--- config.mk ---
export PLATFORM = sky130hd
export DESIGN_NAME = pulse_width_meter_flat
export DESIGN_NICKNAME = d
export VERILOG_FILES = /design/src/rtl/pulse_width_meter_if.sv /design/src/rtl/pulse_width_meter.sv /design/src/flat_wrapper.sv
export SDC_FILE = /design/constraint.sdc
export NUM_CORES = 1
export LEC_CHECK = 0
export ABC_AREA = 1
export BUFFER_PORTS_ARGS = -buffer_cell sky130_fd_sc_hd__buf_2
export CAP_MARGIN = 20
export CORE_MARGIN = 2
export CORE_UTILIZATION = 55
export CTS_CLUSTER_DIAMETER = 60
export DETAILED_ROUTE_END_ITERATION = 7
export PLACE_DENSITY = 0.75
export SYNTH_ARGS = -nofsm -noshare
export SYNTH_HDL_FRONTEND = slang
export SYNTH_SLANG_ARGS = --single-unit
export TNS_END_PERCENT = 10
--- constraint.sdc ---
create_clock -name clock -period 1.9 [get_ports clock]
set_input_delay 0.38 -clock clock [delete_from_list [all_inputs] [get_ports clock]]
set_output_delay 0.38 -clock clock [all_outputs]
set_load 0.01 [all_outputs]
--- src/rtl/pulse_width_meter_if.sv ---
// Result handshake between the pulse width meter and its consumer:
// active-low data-available, active-high ready-for-data, and the measured width.
interface pulse_width_meter_if #(
    parameter int WIDTH = 16
);
    logic             dav_;
    logic             rfd;
    logic [WIDTH-1:0] result;

    modport master (output dav_, output result, input rfd);
    modport slave  (input dav_, input result, output rfd);
endinterface

--- src/rtl/pulse_width_meter.sv ---
// Counts the clock periods for which pulse_in is high and hands each width to a
// consumer over the dav_/rfd handshake; pulses arriving mid-handshake raise 'lost'.
module pulse_width_meter #(
    parameter int WIDTH = 16
) (
    input  logic                clock,
    input  logic                reset_,
    input  logic                pulse_in,
    pulse_width_meter_if.master xfer,
    output logic                lost
);
    typedef enum logic [2:0] {
        S_ARM,
        S_IDLE,
        S_COUNT,
        S_WAIT_ACK,
        S_WAIT_RDY
    } state_t;

    localparam logic [WIDTH-1:0] COUNT_MAX = '1;

    state_t           state, state_next;
    logic [WIDTH-1:0] count, count_next;
    logic [WIDTH-1:0] result_q, result_next;
    logic             dav_q, dav_next;
    logic             lost_q, lost_next;
    logic             pulse_prev;

    // NOTE: every variable gets its hold value first so no path can infer a latch;
    // blocking '=' is correct here because this is pure combinational logic.
    always_comb begin
        state_next  = state;
        count_next  = count;
        result_next = result_q;
        dav_next    = dav_q;
        lost_next   = lost_q;

        case (state)
            S_ARM: begin
                if (!pulse_in) state_next = S_IDLE;
            end
            S_IDLE: begin
                if (pulse_in) begin
                    count_next = {{(WIDTH-1){1'b0}}, 1'b1};
                    state_next = S_COUNT;
                end
            end
            S_COUNT: begin
                if (pulse_in) begin
                    if (count != COUNT_MAX) count_next = count + 1'b1;
                end else begin
                    result_next = count;
                    dav_next    = 1'b0;
                    state_next  = S_WAIT_ACK;
                end
            end
            S_WAIT_ACK: begin
                if (!xfer.rfd) begin
                    dav_next   = 1'b1;
                    state_next = S_WAIT_RDY;
                end
            end
            S_WAIT_RDY: begin
                if (xfer.rfd) state_next = S_ARM;
            end
            default: state_next = S_ARM;
        endcase

        // A pulse rising while a transfer is outstanding cannot be measured.
        if ((state == S_WAIT_ACK || state == S_WAIT_RDY) && pulse_in && !pulse_prev)
            lost_next = 1'b1;
    end

    // NOTE: sequential state uses non-blocking '<=' so all registers update together.
    always_ff @(posedge clock or negedge reset_) begin
        if (!reset_) begin
            state      <= S_ARM;
            count      <= '0;
            result_q   <= '0;
            dav_q      <= 1'b1;
            lost_q     <= 1'b0;
            pulse_prev <= 1'b0;
        end else begin
            state      <= state_next;
            count      <= count_next;
            result_q   <= result_next;
            dav_q      <= dav_next;
            lost_q     <= lost_next;
            pulse_prev <= pulse_in;
        end
    end

    assign xfer.dav_   = dav_q;
    assign xfer.result = result_q;
    assign lost        = lost_q;
endmodule
--- src/flat_wrapper.sv ---
// flat-port wrapper written by rule: the top's interface ports become plain ports
module pulse_width_meter_flat 
#(
    parameter int WIDTH = 16
)
  (clock, reset_, pulse_in, lost, xfer_dav_, xfer_result, xfer_rfd);
  pulse_width_meter_if #(.WIDTH(WIDTH)) xfer_i ();
  input  logic clock;
  input  logic reset_;
  input  logic pulse_in;
  output logic lost;
  output wire logic [$bits(xfer_i.dav_)-1:0] xfer_dav_;
  output wire logic [$bits(xfer_i.result)-1:0] xfer_result;
  input wire logic [$bits(xfer_i.rfd)-1:0] xfer_rfd;
  assign xfer_dav_ = xfer_i.dav_;
  assign xfer_result = xfer_i.result;
  assign xfer_i.rfd = xfer_rfd;
  pulse_width_meter #(.WIDTH(WIDTH)) u_core (.clock(clock), .reset_(reset_), .pulse_in(pulse_in), .xfer(xfer_i), .lost(lost));
endmodule
-- Word-level counts from Yosys, hierarchy flattened
Index checks and enable logic that the tools add are counted.
- register bits: 38
- bits in latches: 0
- RAM bits: 0
- bits in read-only memories: 0
- bits of input ports: 4
- output and inout port bits: 18
- logic and storage cells: 44
- memories kept: 0
- add/sub/neg operators: 1
- multiply operators: 0
- divide/modulo/power cells: 0
- magnitude comparators: 0
- equal/unequal tests: 12
- shift operators: 0
- multiplexer cells: 13
- bitwise gates (word level): 1
- reductions and logical operators: 11
- operators by type and width (cell ; number):
    $mux W16 ; 3
    $pmux W16 S2 ; 1
    $add A16 B1 Y16 const B ; 1
    $ne A16 B16 Y1 const B ; 1
    $mux W3 ; 5
    $pmux W3 S5 ; 1
    $ne A2 B2 Y1 const B ; 6
    $eq A3 B2 Y1 const B ; 2
    $reduce_and A5 Y1 ; 1
    $reduce_and A4 Y1 ; 1
    $reduce_bool A2 Y1 ; 2
    $eq A3 B1 Y1 const B ; 1
    $eq A3 B3 Y1 const B ; 1
    $logic_not A3 Y1 ; 1
    $reduce_and A3 Y1 ; 1
    $logic_and A1 B1 Y1 ; 2
    $mux W1 ; 2
    $ne A2 B1 Y1 const B ; 1
    $pmux W1 S2 ; 1
    $reduce_and A2 Y1 ; 1
    $logic_not A1 Y1 ; 1
    $logic_or A1 B1 Y1 ; 1
    $not A1 Y1 ; 1

-- Depth between registers and ports, before layout
Gate-level depths: netlist (run 1).
- word-level depth: 4
- gate-level depth with buffers: 10
- mapped depth without buffers: 9

-- Worst setup path after synthesis (run 1)
No wires, ideal clock.
- path type: register -> register
- from: reg u_core.count[0]
- to: reg u_core.count[2]
- setup time: 0.118 ns
- arrival time: 1.469 ns
- data required time: 1.782 ns
- path slack: 0.313 ns
- stages on the path, launching flop included: 10
- path buffers: 1
- clock period less this slack: 1.587 ns
- cells stage by stage: dfrtp_1 > ha_1 > nand3_2 > inv_1 > nand3_2 > o21ai_4 > nand2_4 > buf_6 > nand2_1 > nand2_1
- cells in the longest elaborated chain, start to end: 4
- elaborated cells between the ends (all ways): 7
- classes of those cells: 1 x add/sub; 2 x eq/ne; 3 x mux; 1 x reduce/logical
- ends and longest elaborated chain (item ; RTL line ; source):
    start, declared ; pulse_width_meter.sv:23 ; logic [WIDTH-1:0] count, count_next;
    start signal, assigned ; pulse_width_meter.sv:85 ; count <= count_next;
    $add A16 B1 Y16 ; pulse_width_meter.sv:50 ; if (count != COUNT_MAX) count_next = count + 1'b1;
    $mux W16 ; pulse_width_meter.sv:50 ;
    $mux W16 ; pulse_width_meter.sv:49 ; if (pulse_in) begin
    $pmux W16 S2 ; pulse_width_meter.sv:38 ; case (state)
Several ways; a longest one is shown, not always the timed one. The select of a mux whose other input is x is not followed.
A chain may end at the register's enable or synchronous reset.

-- Final worst setup path (run 1)
- from: reg u_core.count[0]
- to: reg u_core.count[11]
Same word-level chain as after synthesis.

==> flow_metrics.tcl, run 1 <==
set metrics [dict create \
    finClkSkew_ns 0.00467 \
    die_area_um2 4180 \
    synthXorXnorAreaFrac 0 \
    drc_errors 0 \
    grt_use_total 0.240 \
    io-pin-count 22 \
    postCtsSetupRepairBufs 0 \
    floorplan.initialDensity 0.562 \
    area_growth_syn_to_layout_pct 13.2 \
    multi_input_area_um2 920 \
    timing_worst_setup_path_type "reg -> reg" \
    placement_stage_worst_setup_slack_ns 0.193 \
    worst-path-max-fanout 16 \
    cts.htree.levels 2 \
    outcome "completed" \
    area_of_the_mapped_netlist_um2 2030 \
    synthAdderAreaFrac 0.00618 \
    startpoint_type "register" \
    leakage_nw 1.18 \
    dr_total_vias 1805 \
    place_inst 343 \
    max-slew-margin-rel 0.708 \
    final_hold_viol_count 0 \
    finalNonFillerCells 351 \
    global_route.usage.met1 0.296 \
    holdCritPathClass "in -> async" \
    synthesis.area_per_instance_um2 7.37 \
    floorplan.die.width_um 64.7 \
    globalplace.congestion 0.922 \
    wl_um 4370 \
    reg2reg_from "u_core.count[0]$_DFFE_PN0P_" \
    grt_first_pass_wirelength_um 7550 \
    worstSetupEndpointType "register" \
    period_share 0.901 \
    final_layout_size_suffix_gt1_frac 0.168 \
    powerDensity_nw_per_um2 1020 \
    clock_insertion_delay_worst_skew_ns 0.29 \
    number_of_antenna_violations_at_the_first_check_in_global_routing 0 \
    groute.layer.met3.usage 0.0573 \
    sum_of_internal_switching_and_leakage_power_mw 2.33 \
    grt_start_max_net_pins 27 \
    grt.busiest_layer "met2" \
    synth-warning-count 0 \
    worst_hold_slack_ns 0.0156 \
    max_cap_viol_count 0 \
    cts_buffers 5 \
    max-clock-path-buffers 2 \
    filler_cell_count 332 \
    place_hpwl_um 3320 \
    synth_largest_area_cell "sky130_fd_sc_hd__dfrtp_1" \
    first_global_vias 1673 \
    ctsRootBufferMaster "sky130_fd_sc_hd__clkbuf_8" \
    layout.area.seq_um2 952 \
    grt_overflow_total 0 \
    synthesis.nets 280 \
    worstPathArrival_ns 1.90 \
    met2_usage 0.397 \
    dominant_combinational_cell_family_by_area_after_synthesis "simple AND/OR/NAND/NOR gates" \
    placementRows 22 \
    synth_top_area_share 0.457 \
    synthMuxAreaShare 0 \
    fin_util 0.636 \
    ys_types 26 \
    rr_worst_depth 8 \
    place_area_um2 2200 \
    worst_ep_required_time_ns 2.09 \
    diodes 0 \
    final.setup.worst_slack_ns 0.188 \
    fin_nets 307 \
    numPortBuffers 21 \
    die_height_um 64.7 \
    grt_setup_unrepaired "no" \
    design.core.area_um2 3610 \
    synth.top_cells.by_area "sky130_fd_sc_hd__dfrtp_1 (46%), sky130_fd_sc_hd__nand2_1 (19%), sky130_fd_sc_hd__nand3_1 (5.4%)" \
    synth_cells 275 \
    setup_viol 0 \
    wl_per_cell_um 12.4 \
    irDropWorstVdd_mv 0.732 \
    final_cell_area_um2 2290 \
    drt-vias-per-instance 5.14 \
    finalCriticalPeriod_ns 1.71 \
    slew_violations 0 \
    drt_first_iter_violations 86 \
    postSynthRegisterBits 38 \
    compound_cell_area_share_of_the_yosys_netlist 0.0716 \
    setup_tns_ns 0 \
    yosys.area_share.simple 0.375 \
    worst-r2r-setup-slack_ns 0.19 \
    max_freq_ghz 0.584 \
    worst_setup_hold_path_clk_slew_ns 0.07 \
    worst_r2r_endpoint "u_core.count[11]$_DFFE_PN0P_" \
    detail-route-antenna-nets 0 \
    drt_pre_antenna_iters 4 \
    numClockSinks 38 \
    tritoncts "done" \
    yosysSeqAreaShare 0.470 \
    worst_slew_pin_slew_ns 0.438 \
]
[worst max-delay path, stage by stage, from the launching register on]
cell,delay (ns)
sky130_fd_sc_hd__dfrtp_1,0.44
sky130_fd_sc_hd__ha_2,0.26
sky130_fd_sc_hd__nand3_2,0.11
sky130_fd_sc_hd__inv_1,0.11
sky130_fd_sc_hd__nand3_2,0.10
sky130_fd_sc_hd__o21ai_4,0.22
sky130_fd_sc_hd__nand2_4,0.18
sky130_fd_sc_hd__nand2_1,0.12
sky130_fd_sc_hd__nand2_1,0.06
[worst max path at each step]
stage / startpoint / endpoint / slack, ns / depth (start not counted)
floorplan: u_core.count[0]$_DFFE_PN0P_ / u_core.count[2]$_DFFE_PN0P_ / 0.31 / 9
global placement: u_core.count[0]$_DFFE_PN0P_ / u_core.count[14]$_DFFE_PN0P_ / 0.27 / 8
detailed placement: u_core.count[0]$_DFFE_PN0P_ / u_core.count[11]$_DFFE_PN0P_ / 0.19 / 8
CTS: u_core.count[0]$_DFFE_PN0P_ / u_core.count[11]$_DFFE_PN0P_ / 0.17 / 8
global route: u_core.count[0]$_DFFE_PN0P_ / u_core.count[11]$_DFFE_PN0P_ / 0.03 / 8
finish: u_core.count[0]$_DFFE_PN0P_ / u_core.count[11]$_DFFE_PN0P_ / 0.19 / 8
[kinds of logic after synthesis]
family	after synthesis
and+or+nand+nor	174
DFF	38
buffers and inverters	36
AOI/OAI and AO/OA	26
adders and majority gates	1
[Yosys cell counts (all sizes together)]
cell and number:
nand2 107, nor2 34, clkbuf 2, nor3 2, or2 1, o21ai 18, nand4 6, buf 5
a211oi 1, inv 29, dfrtp 37, a21oi 6, dfstp 1, ha 1, a31oi 1, nand3 24
[sequential cells by signal (all words and copies together), names as in the netlist]
name and flops:
u_core.state 3, u_core.xfer.dav_ 1, u_core.lost 1, u_core.count 16
u_core.xfer.result 16, u_core.pulse_prev 1
[cell type report]
class,instances,area share
flip-flops and latches,38,0.415
multi-input cells,201,0.401
repair buffers,27,0.0709
inverters,29,0.0475
clock buffers,8,0.0393
well taps,48,0.0262
[power breakdown]
group	internal, mW	total, mW	switching (mW)	leakage, nW
Clock	0.296	0.571	0.276	0.0455
Sequential	0.929	1.03	0.0982	0.512
Combinational	0.242	0.731	0.489	0.624
Total	1.47	2.33	0.863	1.18
[per-layer routing]
layer	share of wire	vias to the layer above	wire length, um
li1	-	924	-
met1	0.46	843	2020
met2	0.49	33	2130
met3	0.033	5	145
met4	0.018	0	79
met5	0	-	0
[what timing repair did]
action                     CTS  global route
gates resized for setup      0             1
hold buffers                 0             0
setup endpoints to repair    0             1
[layout by cell type, fill, tap and decap left out]
master / n
sky130_fd_sc_hd__nor3_1: 2
sky130_fd_sc_hd__nand2_1: 102
sky130_fd_sc_hd__or2_2: 1
sky130_fd_sc_hd__nand2_4: 1
sky130_fd_sc_hd__nor2_1: 29
sky130_fd_sc_hd__clkbuf_1: 2
sky130_fd_sc_hd__nand3_1: 22
sky130_fd_sc_hd__nand4_2: 1
sky130_fd_sc_hd__buf_12: 1
sky130_fd_sc_hd__buf_2: 21
sky130_fd_sc_hd__o21ai_4: 1
sky130_fd_sc_hd__dfrtp_1: 37
sky130_fd_sc_hd__o21ai_0: 17
sky130_fd_sc_hd__inv_2: 1
sky130_fd_sc_hd__ha_2: 1
sky130_fd_sc_hd__a31oi_1: 1
sky130_fd_sc_hd__dfstp_2: 1
sky130_fd_sc_hd__a211oi_1: 1
sky130_fd_sc_hd__clkbuf_8: 6
sky130_fd_sc_hd__nand3_2: 2
sky130_fd_sc_hd__inv_1: 28
sky130_fd_sc_hd__nand4_1: 5
sky130_fd_sc_hd__nor2_2: 3
sky130_fd_sc_hd__a21oi_1: 6
sky130_fd_sc_hd__nand2_2: 4
sky130_fd_sc_hd__nor2_4: 2
sky130_fd_sc_hd__buf_4: 5
(Power assumes the default switching activity.)
==> inputs of run 2 (changes only) <==
==> constraint.sdc (replaced) <==
create_clock -name clock -period 1.9 [get_ports clock]
set_input_delay 0.285 -clock clock [delete_from_list [all_inputs] [get_ports clock]]
set_output_delay 0.285 -clock clock [all_outputs]
set_load 0.01 [all_outputs]
==> run 2 against run 1 <==
- die area unchanged
- via count unchanged
- critical path depth unchanged
- sequential power about the same
- count of clock-buffer cells in the layout down 1
- final cell count up 0.57%
- register-to-register slack better by 0.08 ns
- largest power group unchanged
- first-iteration DRC count up 24%
- global-route usage down 0.42 points
==> flow_metrics.tcl, run 2 (synthesis results as in run 1) <==
set metrics [dict create \
    die_height_um 64.7 \
    timing_worst_setup_path_type "reg -> reg" \
    die_area_um2 4180 \
    mostFrequentLayoutCells "sky130_fd_sc_hd__nand2_1 (102), sky130_fd_sc_hd__dfrtp_1 (37), sky130_fd_sc_hd__nor2_1 (29)" \
    tritoncts "done" \
    worst_setup_hold_path_clk_slew_ns 0.07 \
    grt_first_pass_wirelength_um 7450 \
    crit_buf_inv 1 \
    drt_pre_antenna_iters 5 \
    cts_buffers 5 \
    startpoint_type "register" \
    design.core.area_um2 3610 \
    irDropWorstVdd_mv 0.752 \
    drc_errors 0 \
    layout_commonest_cell "sky130_fd_sc_hd__nand2_1" \
    numPortBuffers 21 \
    wl_per_cell_um 12.1 \
    cts-resized-gates 0 \
    postCtsHoldBufs 1 \
    floorplan.die.width_um 64.7 \
    grt_setup_unrepaired "no" \
    drt-vias-per-instance 5.11 \
    drt_first_iter_violations 107 \
    critical-path-max-stage-delay_ns 0.43 \
    slew_violations 0 \
    grt_use_total 0.235 \
    diodes 0 \
    floorplan.initialDensity 0.562 \
    detail-route-antenna-nets 0 \
    io-pin-count 22 \
    fin_nets 309 \
    postCtsSetupRepairBufs 0 \
    area_growth_syn_to_layout_pct 14.0 \
    path_cells "ha_1 -> nand3_2 -> inv_1 -> nand3_2 -> o21ai_4 -> nand2_4 -> nand2_1 -> nand2_1" \
    highest-signal-layer "met4" \
    max_cap_viol_count 0 \
    grt_start_max_net_pins 39 \
    worst-path-max-fanout 16 \
    worstSetupEndpointType "register" \
    timing.critical_path.max_delay_family "simple AND/OR/NAND/NOR gates" \
    worst_ep_required_time_ns 2.08 \
    dr_total_vias 1805 \
    slowest_stage "sky130_fd_sc_hd__dfrtp_1" \
    first_global_vias 1666 \
    cts.htree.levels 2 \
    number_of_antenna_violations_at_the_first_check_in_global_routing 0 \
    numClockSinks 38 \
    outcome "completed" \
    globalplace.congestion 0.975 \
    filler_cell_count 332 \
    period_share 0.860 \
    finClkSkew_ns 0.00740 \
    leakage_nw 1.19 \
    place_area_um2 2210 \
    final_hold_viol_count 0 \
    worstPathArrival_ns 1.81 \
    wl_um 4260 \
    place_hpwl_um 3150 \
    setup_viol 0 \
    setup_tns_ns 0 \
    met2_wirelength_um 2060 \
    ctsRootBufferMaster "sky130_fd_sc_hd__clkbuf_8" \
    max-clock-path-buffers 2 \
    holdCritPathClass "in -> reg" \
    worst_slew_pin_slew_ns 0.351 \
    clock_insertion_delay_worst_skew_ns 0.29 \
    met1Wirelength_um 1910 \
    finalCriticalPeriod_ns 1.63 \
    grt_overflow_total 0 \
    max_freq_ghz 0.612 \
    met3RoutedLength_um 212 \
    powerDensity_nw_per_um2 1000 \
    final_layout_size_suffix_gt1_frac 0.170 \
    placementRows 22 \
    final_cell_area_um2 2310 \
    max-slew-margin-rel 0.766 \
]
## run 2: final timing paths
path / start / to / slack (ns) / cells past startpoint
worst max-delay path: u_core.count[0]$_DFFE_PN0P_ / u_core.count[2]$_DFFE_PN0P_ / 0.27 / 8
worst min-delay path: pulse_in / u_core.pulse_prev$_DFF_PN0_ / 0.19 / 1
worst max register to register: u_core.count[0]$_DFFE_PN0P_ / u_core.count[2]$_DFFE_PN0P_ / 0.27 / 8
worst min register to register: u_core.xfer.dav_$_DFFE_PN1P_ / u_core.xfer.dav_$_DFFE_PN1P_ / 0.46 / 2
max in group asynchronous: reset_ / u_core.xfer.dav_$_DFFE_PN1P_ / 1.16 / 3
min in group asynchronous: reset_ / u_core.xfer.result[11]$_DFFE_PN0P_ / 0.49 / 3
## run 2: area by class of cell
cell class / count / area (um^2) / share of cell area
repair buffers: 29 / 180 / 0.0780
well taps: 48 / 60.1 / 0.0260
clock buffers: 7 / 86.3 / 0.0374
clock inverters: 1 / 5.00 / 0.00217
inverters: 29 / 109 / 0.0471
flip-flops and latches: 38 / 952 / 0.412
multi-input cells: 201 / 917 / 0.397
## run 2: power breakdown
group / internal (mW) / leakage, nW / switching, mW
logic: 0.252 / 0.634 / 0.472
registers: 0.929 / 0.512 / 0.0969
clock network: 0.293 / 0.0482 / 0.275
## run 2: stage by stage
| step | instances | power (mW) | utilization | hold slack, ns | worst slack (ns) |
|---|---|---|---|---|---|
| after floorplan | 275 | 1.56 | - | -0.0106 | 0.313 |
| after global placement | 344 | 1.76 | 0.612 | 0.267 | 0.289 |
| after detailed placement | 344 | 1.77 | 0.612 | 0.282 | 0.276 |
| after CTS | 353 | 2.35 | 0.641 | 0.178 | 0.260 |
| after global routing | 353 | 2.50 | 0.641 | 0.182 | 0.0866 |
| final | 353 | 2.32 | 0.641 | 0.187 | 0.266 |
## run 2: worst register-to-register path: cells and delay by family (launching register included)
kind                       cells  cell delay (ns)
and+or+nand+nor                5             0.53
DFF                            1             0.43
adders and majority gates      1             0.26
AOI/OAI and AO/OA              1             0.18
buffers and inverters          1             0.11
## run 2: routing by layer
| metal | up-vias | track usage |
|---|---|---|
| li1 | 923 | - |
| met1 | 825 | 0.298 |
| met2 | 51 | 0.395 |
| met3 | 6 | 0.0521 |
| met4 | 0 | 0.0904 |
| met5 | - | 0 |
